## config.mk

```make
export PLATFORM = sky130hd
export DESIGN_NAME = sw_mem_loader
export DESIGN_NICKNAME = d
export VERILOG_FILES = /design/src/rtl/sw_mem_loader.sv
export SDC_FILE = /design/constraint.sdc
export NUM_CORES = 1
export LEC_CHECK = 0
export ABC_CLOCK_PERIOD_IN_PS = 3400
export BUFFER_PORTS_ARGS = -buffer_cell sky130_fd_sc_hd__clkbuf_2
export CORE_ASPECT_RATIO = 0.6
export CORE_UTILIZATION = 45
export DETAILED_ROUTE_END_ITERATION = 10
export PLACE_DENSITY = 0.72
export SLEW_MARGIN = 40
export SYNTH_ARGS = -nofsm -noshare
export SYNTH_HDL_FRONTEND = slang
export SYNTH_SLANG_ARGS = --single-unit
export TNS_END_PERCENT = 10
```

## constraint.sdc

```tcl
create_clock -name clk -period 3.4 [get_ports clk]
set_input_delay 0.17 -clock clk [delete_from_list [all_inputs] [get_ports clk]]
set_output_delay 0.17 -clock clk [all_outputs]
set_load 0.02 [all_outputs]
```

## src/rtl/sw_mem_loader.sv

```systemverilog
// sw_mem_loader
//   Hand-entry writer for the processor's instruction/data memory. A debounced
//   push-button steps through address entry, data entry and a single-cycle
//   write, auto-incrementing the address so consecutive words can be keyed in.
//   The processor is held in reset whenever the loader is active.
//
// Ports
//   clk         system clock, rising edge
//   rst_n       synchronous reset, active-low
//   load_en     loader mode switch (1 = loading, 0 = processor runs)
//   key_n       raw push-button, active-low, asynchronous, bouncy
//   sw_data     switch value: address (low ADDR_W bits) or data word
//   mem_wren    memory write strobe, one cycle per word
//   mem_addr    memory write address
//   mem_data    memory write data
//   proc_hold   1 = hold processor in reset
//   state       FSM state code for LEDs (IDLE 00, ADDR 01, DATA 10, WRITE 11)
//   wrapped     sticky: address auto-increment wrapped past the top word
//
// Build option LOADER_READBACK_EN
//   Adds input mem_q (1-cycle read latency at mem_addr) and sticky output
//   verify_err. Each write is followed by a VERIFY cycle (state code 11) that
//   compares mem_q with mem_data before the address advances. verify_err is
//   cleared when ADDR is entered.

module sw_mem_loader #(
    parameter int ADDR_W     = 5,
    parameter int DATA_W     = 16,
    parameter int DEB_CYCLES = 16
) (
    input  logic              clk,
    input  logic              rst_n,
    input  logic              load_en,
    input  logic              key_n,
    input  logic [DATA_W-1:0] sw_data,
`ifdef LOADER_READBACK_EN
    input  logic [DATA_W-1:0] mem_q,
    output logic              verify_err,
`endif
    output logic              mem_wren,
    output logic [ADDR_W-1:0] mem_addr,
    output logic [DATA_W-1:0] mem_data,
    output logic              proc_hold,
    output logic [1:0]        state,
    output logic              wrapped
);

    localparam int               CNT_W    = $clog2(DEB_CYCLES);
    localparam logic [CNT_W-1:0] CNT_LAST = CNT_W'(DEB_CYCLES - 1);

    // Low two bits are the displayed code; VERIFY shares code 11 with WRITE.
    typedef enum logic [2:0] {
        S_IDLE   = 3'b000,
        S_ADDR   = 3'b001,
        S_DATA   = 3'b010,
        S_WRITE  = 3'b011,
        S_VERIFY = 3'b111
    } state_t;

`ifdef LOADER_READBACK_EN
    localparam state_t LAST_STEP = S_VERIFY;
`else
    localparam state_t LAST_STEP = S_WRITE;
`endif

    state_t           st;
    logic             key_s1;
    logic             key_s2;
    logic             key_deb;
    logic             key_deb_q;
    logic [CNT_W-1:0] deb_cnt;
    logic             press;

    // Key path: 2-FF synchroniser, then a level debouncer that only accepts a
    // new level after DEB_CYCLES consecutive samples differing from the
    // current debounced level. Idle level everywhere is "released" (1).
    // NOTE: sequential state uses non-blocking assignments so every register
    // samples the pre-edge value of every other register, whatever the order.
    always_ff @(posedge clk) begin
        if (!rst_n) begin
            key_s1    <= 1'b1;
            key_s2    <= 1'b1;
            key_deb   <= 1'b1;
            key_deb_q <= 1'b1;
            deb_cnt   <= '0;
        end else begin
            key_s1    <= key_n;
            key_s2    <= key_s1;
            key_deb_q <= key_deb;
            if (key_s2 == key_deb) begin
                deb_cnt <= '0;
            end else if (deb_cnt == CNT_LAST) begin
                key_deb <= key_s2;
                deb_cnt <= '0;
            end else begin
                deb_cnt <= deb_cnt + CNT_W'(1);
            end
        end
    end

    // One-cycle pulse on the debounced falling edge; release makes no event.
    assign press = key_deb_q & ~key_deb;

    always_ff @(posedge clk) begin
        if (!rst_n) begin
            st        <= S_IDLE;
            mem_wren  <= 1'b0;
            mem_addr  <= '0;
            mem_data  <= '0;
            proc_hold <= 1'b0;
            wrapped   <= 1'b0;
`ifdef LOADER_READBACK_EN
            verify_err <= 1'b0;
`endif
        end else begin
            mem_wren <= 1'b0;
            case (st)
                S_IDLE: begin
                    if (load_en) begin
                        st        <= S_ADDR;
                        proc_hold <= 1'b1;
`ifdef LOADER_READBACK_EN
                        verify_err <= 1'b0;
`endif
                    end else begin
                        proc_hold <= 1'b0;
                    end
                end
                // Dropping load_en mid-entry discards the partial input.
                S_ADDR: begin
                    if (!load_en) begin
                        st        <= S_IDLE;
                        proc_hold <= 1'b0;
                    end else if (press) begin
                        mem_addr <= sw_data[ADDR_W-1:0];
                        wrapped  <= 1'b0;
                        st       <= S_DATA;
                    end
                end
                S_DATA: begin
                    if (!load_en) begin
                        st        <= S_IDLE;
                        proc_hold <= 1'b0;
                    end else if (press) begin
                        mem_data <= sw_data;
                        mem_wren <= 1'b1;
                        st       <= S_WRITE;
                    end
                end
                // The write cycle (and verify, if present) always completes;
                // load_en is only honoured once the address has advanced.
                S_WRITE, S_VERIFY: begin
                    if (st != LAST_STEP) begin
                        st <= S_VERIFY;
                    end else begin
`ifdef LOADER_READBACK_EN
                        if (mem_q != mem_data) begin
                            verify_err <= 1'b1;
                        end
`endif
                        mem_addr <= mem_addr + ADDR_W'(1);
                        if (&mem_addr) begin
                            wrapped <= 1'b1;
                        end
                        if (load_en) begin
                            st <= S_DATA;
                        end else begin
                            st        <= S_IDLE;
                            proc_hold <= 1'b0;
                        end
                    end
                end
                default: begin
                    st        <= S_IDLE;
                    proc_hold <= 1'b0;
                end
            endcase
        end
    end

    assign state = st[1:0];

endmodule

```

== Word-level counts from Yosys, hierarchy flattened ==
Index checks and enable logic that the tools add are counted.

* Register bits after elaboration: 35
* Output and inout bits: 26

* Add/sub/neg operators: 2
* Equality and inequality tests: 14
* Multiplexer cells: 22
* Bitwise logic cells: 4
* Reduce and logical (&&, ||, !) cells: 12

{| class="wikitable"
|+ Operators by type and width
! cell !! number
|-
| two-way mux 3 bit || 6
|-
| two-way mux 5 bit || 3
|-
| one-hot mux 3 bit (4 select lines) || 1
|-
| inequality test 2 bit (second input constant) || 5
|-
| one-hot mux 5 bit (2 select lines) || 1
|-
| AND reduction 5 bit || 2
|-
| AND reduction 3 bit || 3
|-
| two-way mux 1 bit || 8
|-
| equality test 3 x 2 -> 1 bit (second input constant) || 2
|-
| inequality test 3 bit (second input constant) || 2
|-
| adder 5 x 1 -> 5 bit (second input constant) || 1
|-
| adder 4 x 1 -> 4 bit (second input constant) || 1
|-
| equality test 4 bit (second input constant) || 1
|-
| AND reduction 4 bit || 1
|-
| OR reduction 2 bit || 2
|-
| equality test 3 x 1 -> 1 bit (second input constant) || 1
|-
| equality test 3 bit (second input constant) || 1
|-
| zero test 3 bit || 1
|-
| inequality test 3 x 2 -> 1 bit (second input constant) || 1
|-
| inverter 1 bit || 3
|-
| one-hot mux 1 bit (3 select lines) || 1
|-
| OR reduction 3 bit || 1
|-
| two-way mux 2 bit || 1
|-
| one-hot mux 1 bit (2 select lines) || 1
|-
| 4 further kinds || 4
|}

== Depth between registers and ports, before layout ==
Gate-level depths: netlist (run 1).

* Depth after elaboration: 5
* Gate-level depth with buffers: 6
* Gate-level depth less buffers: 6

== Worst setup path after synthesis (run 1) ==
Ideal clock, no wire load.

* Path type: flip-flop to flip-flop
* Start point: register mem_addr[0]
* End point: register mem_addr[4]
* Setup time: 0.128 ns
* Arrival: 1.456 ns
* Data required time: 3.272 ns
* Path slack: 1.816 ns
* Cell stages (with the launch flop): 7
* Buffers on the path: 0
* Cells stage by stage: dfxtp_1 ha_1 and3_1 ha_1 and3_1 o21ai_0 mux2i_1

* Word-level cells in the longest chain between the ends: 3

{| class="wikitable"
|+ Ends and longest elaborated chain
! element !! line !! source
|-
| start: declaration || 41 || <nowiki>output logic [ADDR_W-1:0] mem_addr,</nowiki>
|-
| start signal: assignment || 135 || <nowiki>mem_addr <= sw_data[ADDR_W-1:0];</nowiki>
|-
| start signal: assignment || 161 || <nowiki>mem_addr <= mem_addr + ADDR_W'(1);</nowiki>
|-
| adder 5 x 1 -> 5 bit || 161 ||
|-
| two-way mux 5 bit || 153 || <nowiki>if (st != LAST_STEP) begin</nowiki>
|-
| one-hot mux 5 bit (2 select lines) || 117 || <nowiki>case (st)</nowiki>
|}

No other way between the ends. The select of a mux whose other input is x is not followed.
A chain may end at the register's enable or synchronous reset.

== Worst setup path in the final report (run 1) ==
* Start point: register st[1]
* End point: register mem_data[5]

* Word-level cells in the longest chain between the ends: 2

{| class="wikitable"
|+ Ends and longest elaborated chain
! element !! line !! source
|-
| start: declaration || 66 || <nowiki>state_t st;</nowiki>
|-
| start signal: assignment || 106 || <nowiki>st <= S_IDLE;</nowiki>
|-
| start signal: assignment || 120 || <nowiki>st <= S_ADDR;</nowiki>
|-
| start signal: assignment || 132 || <nowiki>st <= S_IDLE;</nowiki>
|-
| equality test 3 x 2 -> 1 bit || 117 ||
|-
| AND reduction 3 bit (no source line) || -- ||
|-
| end signal: assignment || 145 || <nowiki>mem_data <= sw_data;</nowiki>
|-
| end: declaration || 42 || <nowiki>output logic [DATA_W-1:0] mem_data,</nowiki>
|}

No other way between the ends.

==> results of run 1 <==
[registers in the layout, indices dropped and copies added (netlist names), 3 cells and up]
register and flops:
deb_cnt 4, mem_addr 5, mem_data 16, st 3
[metrics by stage]
stage / worst slack, ps / instances / area, um^2
6_report: 1450 / 259 / 1860
5_1_grt: 1310 / 259 / 1860
4_1_cts: 1500 / 259 / 1860
3_5_place_dp: 1500 / 251 / 1740
3_3_place_gp: 1540 / 251 / 1740
2_1_floorplan: 1820 / 177 / 1560
[final cells by class]
class	instances	area (um^2)
clock inverter	2	35.0
timing repair buffer	45	225
inverter	4	15.0
clock buffer	6	82.6
sequential	35	701
multi-input combinational	122	746
fill	309	1420
tap	45	56.3
[logic make-up after synthesis]
group / Yosys count / synth area share, %
xor+xnor: 3 / 1.69
mux: 4 / 2.57
buf+inv: 20 / 7.15
compound gates: 54 / 19.0
flops: 35 / 45.0
fa+ha+maj: 3 / 2.41
simple gates: 58 / 22.2
[final timing paths]
check,from,endpoint,slack (ps),cells past startpoint
worst max-delay path,st[1]$_SDFFE_PN0P_,mem_data[5]$_SDFFE_PN0P_,1450,3
worst min-delay path,key_n,key_s1$_SDFF_PN1_,70,2
worst min register to register,key_s1$_SDFF_PN1_,key_s2$_SDFF_PN1_,420,1
worst max register to register,st[1]$_SDFFE_PN0P_,mem_data[5]$_SDFFE_PN0P_,1450,3
[synthesized netlist by cell type (4+ instances only)]
cell type  number
nor2_1          5
dfxtp_1        35
o21ai_1         4
and3_1          4
nand2b_1        5
clkbuf_1        5
o21ai_0        19
mux2i_1         4
inv_1           4
nand2_1         6
nand3_1        21
buf_4           4
a21oi_1        23
[cells in the final DEF (no fill, tap or decap), types with 2 or more instances in the layout]
master,synthesis,routed
inv_1,4,4
mux2i_1,4,4
nand4bb_1,2,2
a21boi_0,2,2
nand2b_1,5,5
xor2_1,3,3
nor2_1,5,5
and3_1,4,4
o21ai_1,4,4
nand4_1,3,3
ha_1,3,3
clkbuf_8,0,6
nand2_1,6,6
nand3_1,21,21
and4b_1,2,2
and3b_1,3,3
o21ai_0,19,19
dfxtp_1,35,35
clkbuf_2,2,45
a21oi_1,23,23
nor2b_1,2,2
[where the power goes]
part,leakage (nW),switching [mW],internal (mW)
Combinational,0.466,0.0174,0.0137
Clock,0.0612,0.147,0.237
Sequential,0.283,0.00401,0.413
Total,0.810,0.168,0.663
[per-layer routing]
layer / part of all wire (%) / global-route usage (%) / wire (um) / vias up
met5: 0 / 0 / 0 / -
met4: 0.11 / 4.44 / 4 / 0
met3: 6.7 / 5.14 / 234 / 2
met2: 41 / 26.4 / 1430 / 39
met1: 52 / 27.4 / 1820 / 645
li1: - / - / - / 703
==> summary.txt, run 1 <==
Min path
  – Hold Path Class: in2reg

Die
  – Top Ports: 46
  – Core footprint: 3280 um^2
  – Die area: 3710 um^2
  – Initial core utilization: 47.4%
  – Die height: 47.6 um
  – Die Wd: 78.0 um
  – Row cnt: 16

Worst setup path
  – Critical path required time: 3540 ps
  – CP Capture Type: flip-flop
  – Crit-path leading delay family: flip-flops
  – CP arrival: 2090 ps
  – CP Class: reg2reg
  – Crit Path Max Fanout: 22
  – Critical-path top delay cell: dfxtp_1
  – CP Cell Sequence: nand4bb_1, o21ai_0, a21oi_1
  – Largest stage delay on the critical path: 710 ps
  – Crit path launch type: flip-flop
  – Bufs and invs on worst path: 0

Clock tree
  – Post-CTS Repair Setup Buffers: 0
  – Clk_lat worst skew: 280 ps
  – CTS-repair resized insts: 0
  – # hold bufs at CTS: 0
  – Clk buf depth: 2
  – Clock slew at reported path FFs: 70 ps
  – CTS root buf: clkbuf_8
  – CTS tree: done
  – # clock sinks: 35
  – H-tree levels: 2
  – Total CTS buffers: 5

Placement
  – Placer Congestion: 0.779
  – IO Port Bufs: 45
  – DP HPWL: 2380 um

Finish
  – Fin nets: 236
  – Antenna cells: 0
  – Final Util: 56.7%
  – Share of cells above drive strength 1: 25.7%
  – Area Growth Syn to Fin: 19.4%

Drt
  – Final Routed Wirelength: 3500 um
  – Via density: 5.36
  – Via Count: 1389
  – Number of DRC markers in iteration 0: 82
  – Post-DRT Antenna Nets: 0
  – Drt pass-1 iters: 4
  – Avg WL per Cell: 13.5 um
  – # DRC: 0

Synth
  – Post-synth cell types: 35
  – Synth Instances: 177
  – Post-synth top area share: 45.0%
  – Synth Cell Area: 1560 um^2
  – Fraction of registers with async set or reset after synthesis: 0%
  – Synth area leader: dfxtp_1
  – Synth Register Bits: 35
  – Sequential fraction of the synthesis area: 45.0%
  – Syn_area_per_cell: 8.80 um^2
  – Syn_nets: 200
  – Number of synthesized flops with an enable pin: 0
  – Synth Warn #: 0
  – Predominant post-synthesis flop cell: dfxtp_1
  – Top cells by area, synth: dfxtp_1, a21oi_1, nand3_1, o21ai_0, mux2i_1

Timing
  – Final hold viol count: 0
  – Layout Skew: 8.14 ps
  – Setup Viol. Count Final: 0
  – Max Transition Viols Final: 0
  – Min Hold Slack: 74.6 ps
  – Tightest Pin Transition: 744 ps
  – Total negative setup slack: 0 ps
  – RSZ-0062 raised after global routing: no
  – Final period util: 57.4%
  – Final min period: 1950 ps
  – Max Fclk: 512 MHz
  – Slew headroom: 50.4%

Power and ir drop
  – Worst IR Drop VDD: 0.000392 V
  – PD cells: 447 nW/um^2
  – Power Total: 0.832 mW
  – Static leakage: 0.810 nW

Flow run
  – Maxcap violations: 0

GRT
  – First-pass GRT wire length: 5100 um
  – Gr usage total: 18.4%
  – Pin count of the biggest net entering global routing: 25
  – Grt total ovfl: 0
  – Vias in the first global route: 1089
  – Initial antenna violation count: 0

Run status
  – Status: complete, no violations
No activity file was read; power rests on OpenSTA's default activity.
==> inputs of run 2 (changes only) <==
--- a/config.mk
+++ b/config.mk
@@ -5,7 +5,7 @@
 export SDC_FILE = /design/constraint.sdc
 export NUM_CORES = 1
 export LEC_CHECK = 0
-export ABC_CLOCK_PERIOD_IN_PS = 3400
+export ABC_CLOCK_PERIOD_IN_PS = 1900
 export BUFFER_PORTS_ARGS = -buffer_cell sky130_fd_sc_hd__clkbuf_2
 export CORE_ASPECT_RATIO = 0.6
 export CORE_UTILIZATION = 45
==> constraint.sdc (replaced) <==
create_clock -name clk -period 1.9 [get_ports clk]
set_input_delay 0.095 -clock clk [delete_from_list [all_inputs] [get_ports clk]]
set_output_delay 0.095 -clock clk [all_outputs]
set_load 0.02 [all_outputs]
==> run 2 against run 1 <==
  * Count of clock-buffer cells in the layout shrank 1
  * Largest power group unchanged
  * Sequential power is 79% higher
  * Highest routed layer unchanged
  * Non-clock buffer count increased by 5
  * Maximum frequency grew 24%
==> summary.txt, run 2 (same netlist as run 1, synthesis figures left out) <==
Finish
  – Most common cell after layout, fill and taps aside: clkbuf_2
  – Share of cells above drive strength 1: 26.9% (+1.2 points)
  – Area Growth Syn to Fin: 21.7%
  – Fin nets: 241 (+2.1%)
  – Largest Register: mem_data
  – Biggest regs: mem_data (16), mem_addr (5), deb_cnt (4)
  – Most frequent cells in the layout: clkbuf_2, dfxtp_1, a21oi_1
  – Finished Layout Cells: 264 (+1.9%)
  – Antenna cells: 0 (unchanged)
  – Max FFs per register: 16 (unchanged)
  – Final Util: 57.7% (+1.1 points)

Die
  – Die height: 47.6 um (unchanged)
  – Top Ports: 46 (unchanged)
  – Row cnt: 16 (unchanged)
  – Initial core utilization: 47.4% (unchanged)
  – Die area: 3710 um^2 (unchanged)
  – Core footprint: 3280 um^2 (unchanged)
  – Die Wd: 78.0 um (unchanged)

Clock tree
  – H-tree levels: 2 (unchanged)
  – CTS root buf: clkbuf_8
  – Clock slew at reported path FFs: 70 ps (about the same)
  – CTS-repair resized insts: 0 (unchanged)
  – CTS tree: done
  – Clk buf depth: 2 (unchanged)
  – Clk_lat worst skew: 280 ps (about the same)
  – # clock sinks: 35 (unchanged)
  – Total CTS buffers: 5 (unchanged)

Timing
  – Total negative setup slack: 0 ps (unchanged)
  – Setup Viol. Count Final: 0 (unchanged)
  – Final period util: 83.0% (+26 points)
  – RSZ-0062 raised after global routing: no
  – Layout Skew: 2.21 ps (-5.93 ps)
  – Final min period: 1580 ps (-374 ps)
  – Final hold viol count: 0 (unchanged)
  – Max Transition Viols Final: 0 (unchanged)
  – Max Fclk: 634 MHz (+24%)
  – Tightest Pin Transition: 560 ps (-184 ps)
  – Slew headroom: 62.7% (+12 points)

Min path
  – Hold Crit Start: sw_data[8]
  – Hold Path Class: in2reg
  – Worst hold path depth: 3 (+1)
  – Worst hold endpoint: mem_data[8]$_SDFFE_PN0P_

Worst setup path
  – Crit Path Max Fanout: 17 (-23%)
  – Reg-to-reg critical path startpoint: st[0]$_SDFFE_PN0P_
  – Critical-path top delay cell: dfxtp_1
  – Register-to-Register Path Depth: 4 (+1)
  – CP arrival: 1720 ps (-370 ps)
  – Crit path launch type: flip-flop
  – CP Cell Sequence: nand4bb_1, buf_4, o21ai_0, a21oi_1
  – Flop2flop setup slack: 320 ps (-1130 ps)
  – Bufs and invs on worst path: 1 (+1)
  – RR Endpoint: mem_data[0]$_SDFFE_PN0P_
  – Crit-path leading delay family: flip-flops
  – CP Class: reg2reg
  – Largest stage delay on the critical path: 470 ps (-240 ps)
  – Critical path required time: 2040 ps (-1500 ps)
  – CP Capture Type: flip-flop

Drt
  – Avg WL per Cell: 13.1 um (-2.8%)
  – Number of DRC markers in iteration 0: 111 (+35%)
  – Post-DRT Antenna Nets: 0 (unchanged)
  – Via density: 5.31 (-1.0%)
  – Final Routed Wirelength: 3460 um (-0.97%)
  – # DRC: 0 (unchanged)
  – Drt pass-1 iters: 4 (unchanged)
  – Via Count: 1401 (+0.86%)

GRT
  – Busiest grt layer: met1
  – First-pass GRT wire length: 5240 um (+2.8%)
  – GRT met2 Usage: 24.2% (-2.1 points)
  – Met3 usage: 7.24% (+2.1 points)
  – Initial antenna violation count: 0 (unchanged)
  – Pin count of the biggest net entering global routing: 21 (-16%)
  – Vias in the first global route: 1124 (+3.2%)
  – Grt total ovfl: 0 (unchanged)
  – Gr usage total: 19.0% (+0.61 points)
  – Met1 global-route usage: 27.6% (+0.23 points)

Power and ir drop
  – Worst IR Drop VDD: 0.000518 V (+32%)
  – Static leakage: 0.829 nW (+2.4%)
  – PD cells: 772 nW/um^2 (+73%)
  – Power Total: 1.46 mW (+76%)

Placement
  – Placer Congestion: 0.826 (+6.1%)
  – DP HPWL: 2520 um (+5.9%)
  – IO Port Bufs: 45 (unchanged)
  – Post-placement cell count: 255 (+1.6%)

Run status
  – Status: complete, no violations

Flow run
  – Maxcap violations: 0 (unchanged)
[run 2: cell count changes in the layout (fill, tap and decap cells not counted), sizes merged]
cell,change
buf,+4
dlygate4sd3,+1
clkinv,+1
clkbuf,-1
[run 2: layer usage]
layer | vias up | share of wire, %
li1 | 721 | -
met3 | 4 | 5.7
met5 | - | 0
met2 | 31 | 41
met1 | 645 | 52
met4 | 0 | 0.92
[run 2: worst max-delay path by stage]
| stage | slack [ps] | startpoint | depth (start not counted) | end |
|---|---|---|---|---|
| 5_1_grt | 160 | st[0]$_SDFFE_PN0P_ | 4 | mem_data[2]$_SDFFE_PN0P_ |
| 2_1_floorplan | 320 | mem_addr[0]$_SDFFE_PN0P_ | 6 | mem_addr[4]$_SDFFE_PN0P_ |
| 4_1_cts | 320 | st[0]$_SDFFE_PN0P_ | 4 | mem_data[0]$_SDFFE_PN0P_ |
| 3_3_place_gp | 370 | mem_addr[0]$_SDFFE_PN0P_ | 6 | mem_addr[4]$_SDFFE_PN0P_ |
| 6_report | 320 | st[0]$_SDFFE_PN0P_ | 4 | mem_data[0]$_SDFFE_PN0P_ |
| 3_5_place_dp | 330 | mem_addr[0]$_SDFFE_PN0P_ | 6 | mem_addr[4]$_SDFFE_PN0P_ |
[run 2: cell type report]
cell class                 count  area, um^2
clock inverter                 3        43.8
multi-input combinational    122         746
timing repair buffer          50         265
fill                         314        1390
inverter                       4        15.0
tap                           45        56.3
clock buffer                   5        68.8
sequential                    35         701
[run 2: report_power, final]
group          total [mW]  internal (mW)  switching (mW)
Clock               0.660          0.390           0.270
Sequential          0.745          0.738         0.00652
Combinational      0.0591         0.0271          0.0320
Total                1.46           1.16           0.308
[run 2: timing repair]
item | CTS | global route
hold buffers | 1 | 0
setup buffers | 0 | 0
hold endpoints to repair | 1 | 0
[run 2: worst reg2reg max path: cells and delay by family (launching register included)]
family | cells | cell delay (ps)
simple gates | 1 | 450
buf+inv | 1 | 280
flops | 1 | 470
compound gates | 2 | 250
[run 2: per-stage QoR]
step | setup slack, ps | hold WS [ps] | cell area (um^2)
floorplan | 316 | 168 | 1560
global placement | 372 | 275 | 1770
detailed placement | 328 | 283 | 1770
CTS | 321 | 30.3 | 1900
global route | 162 | 43.6 | 1900
finish | 323 | 40.6 | 1900
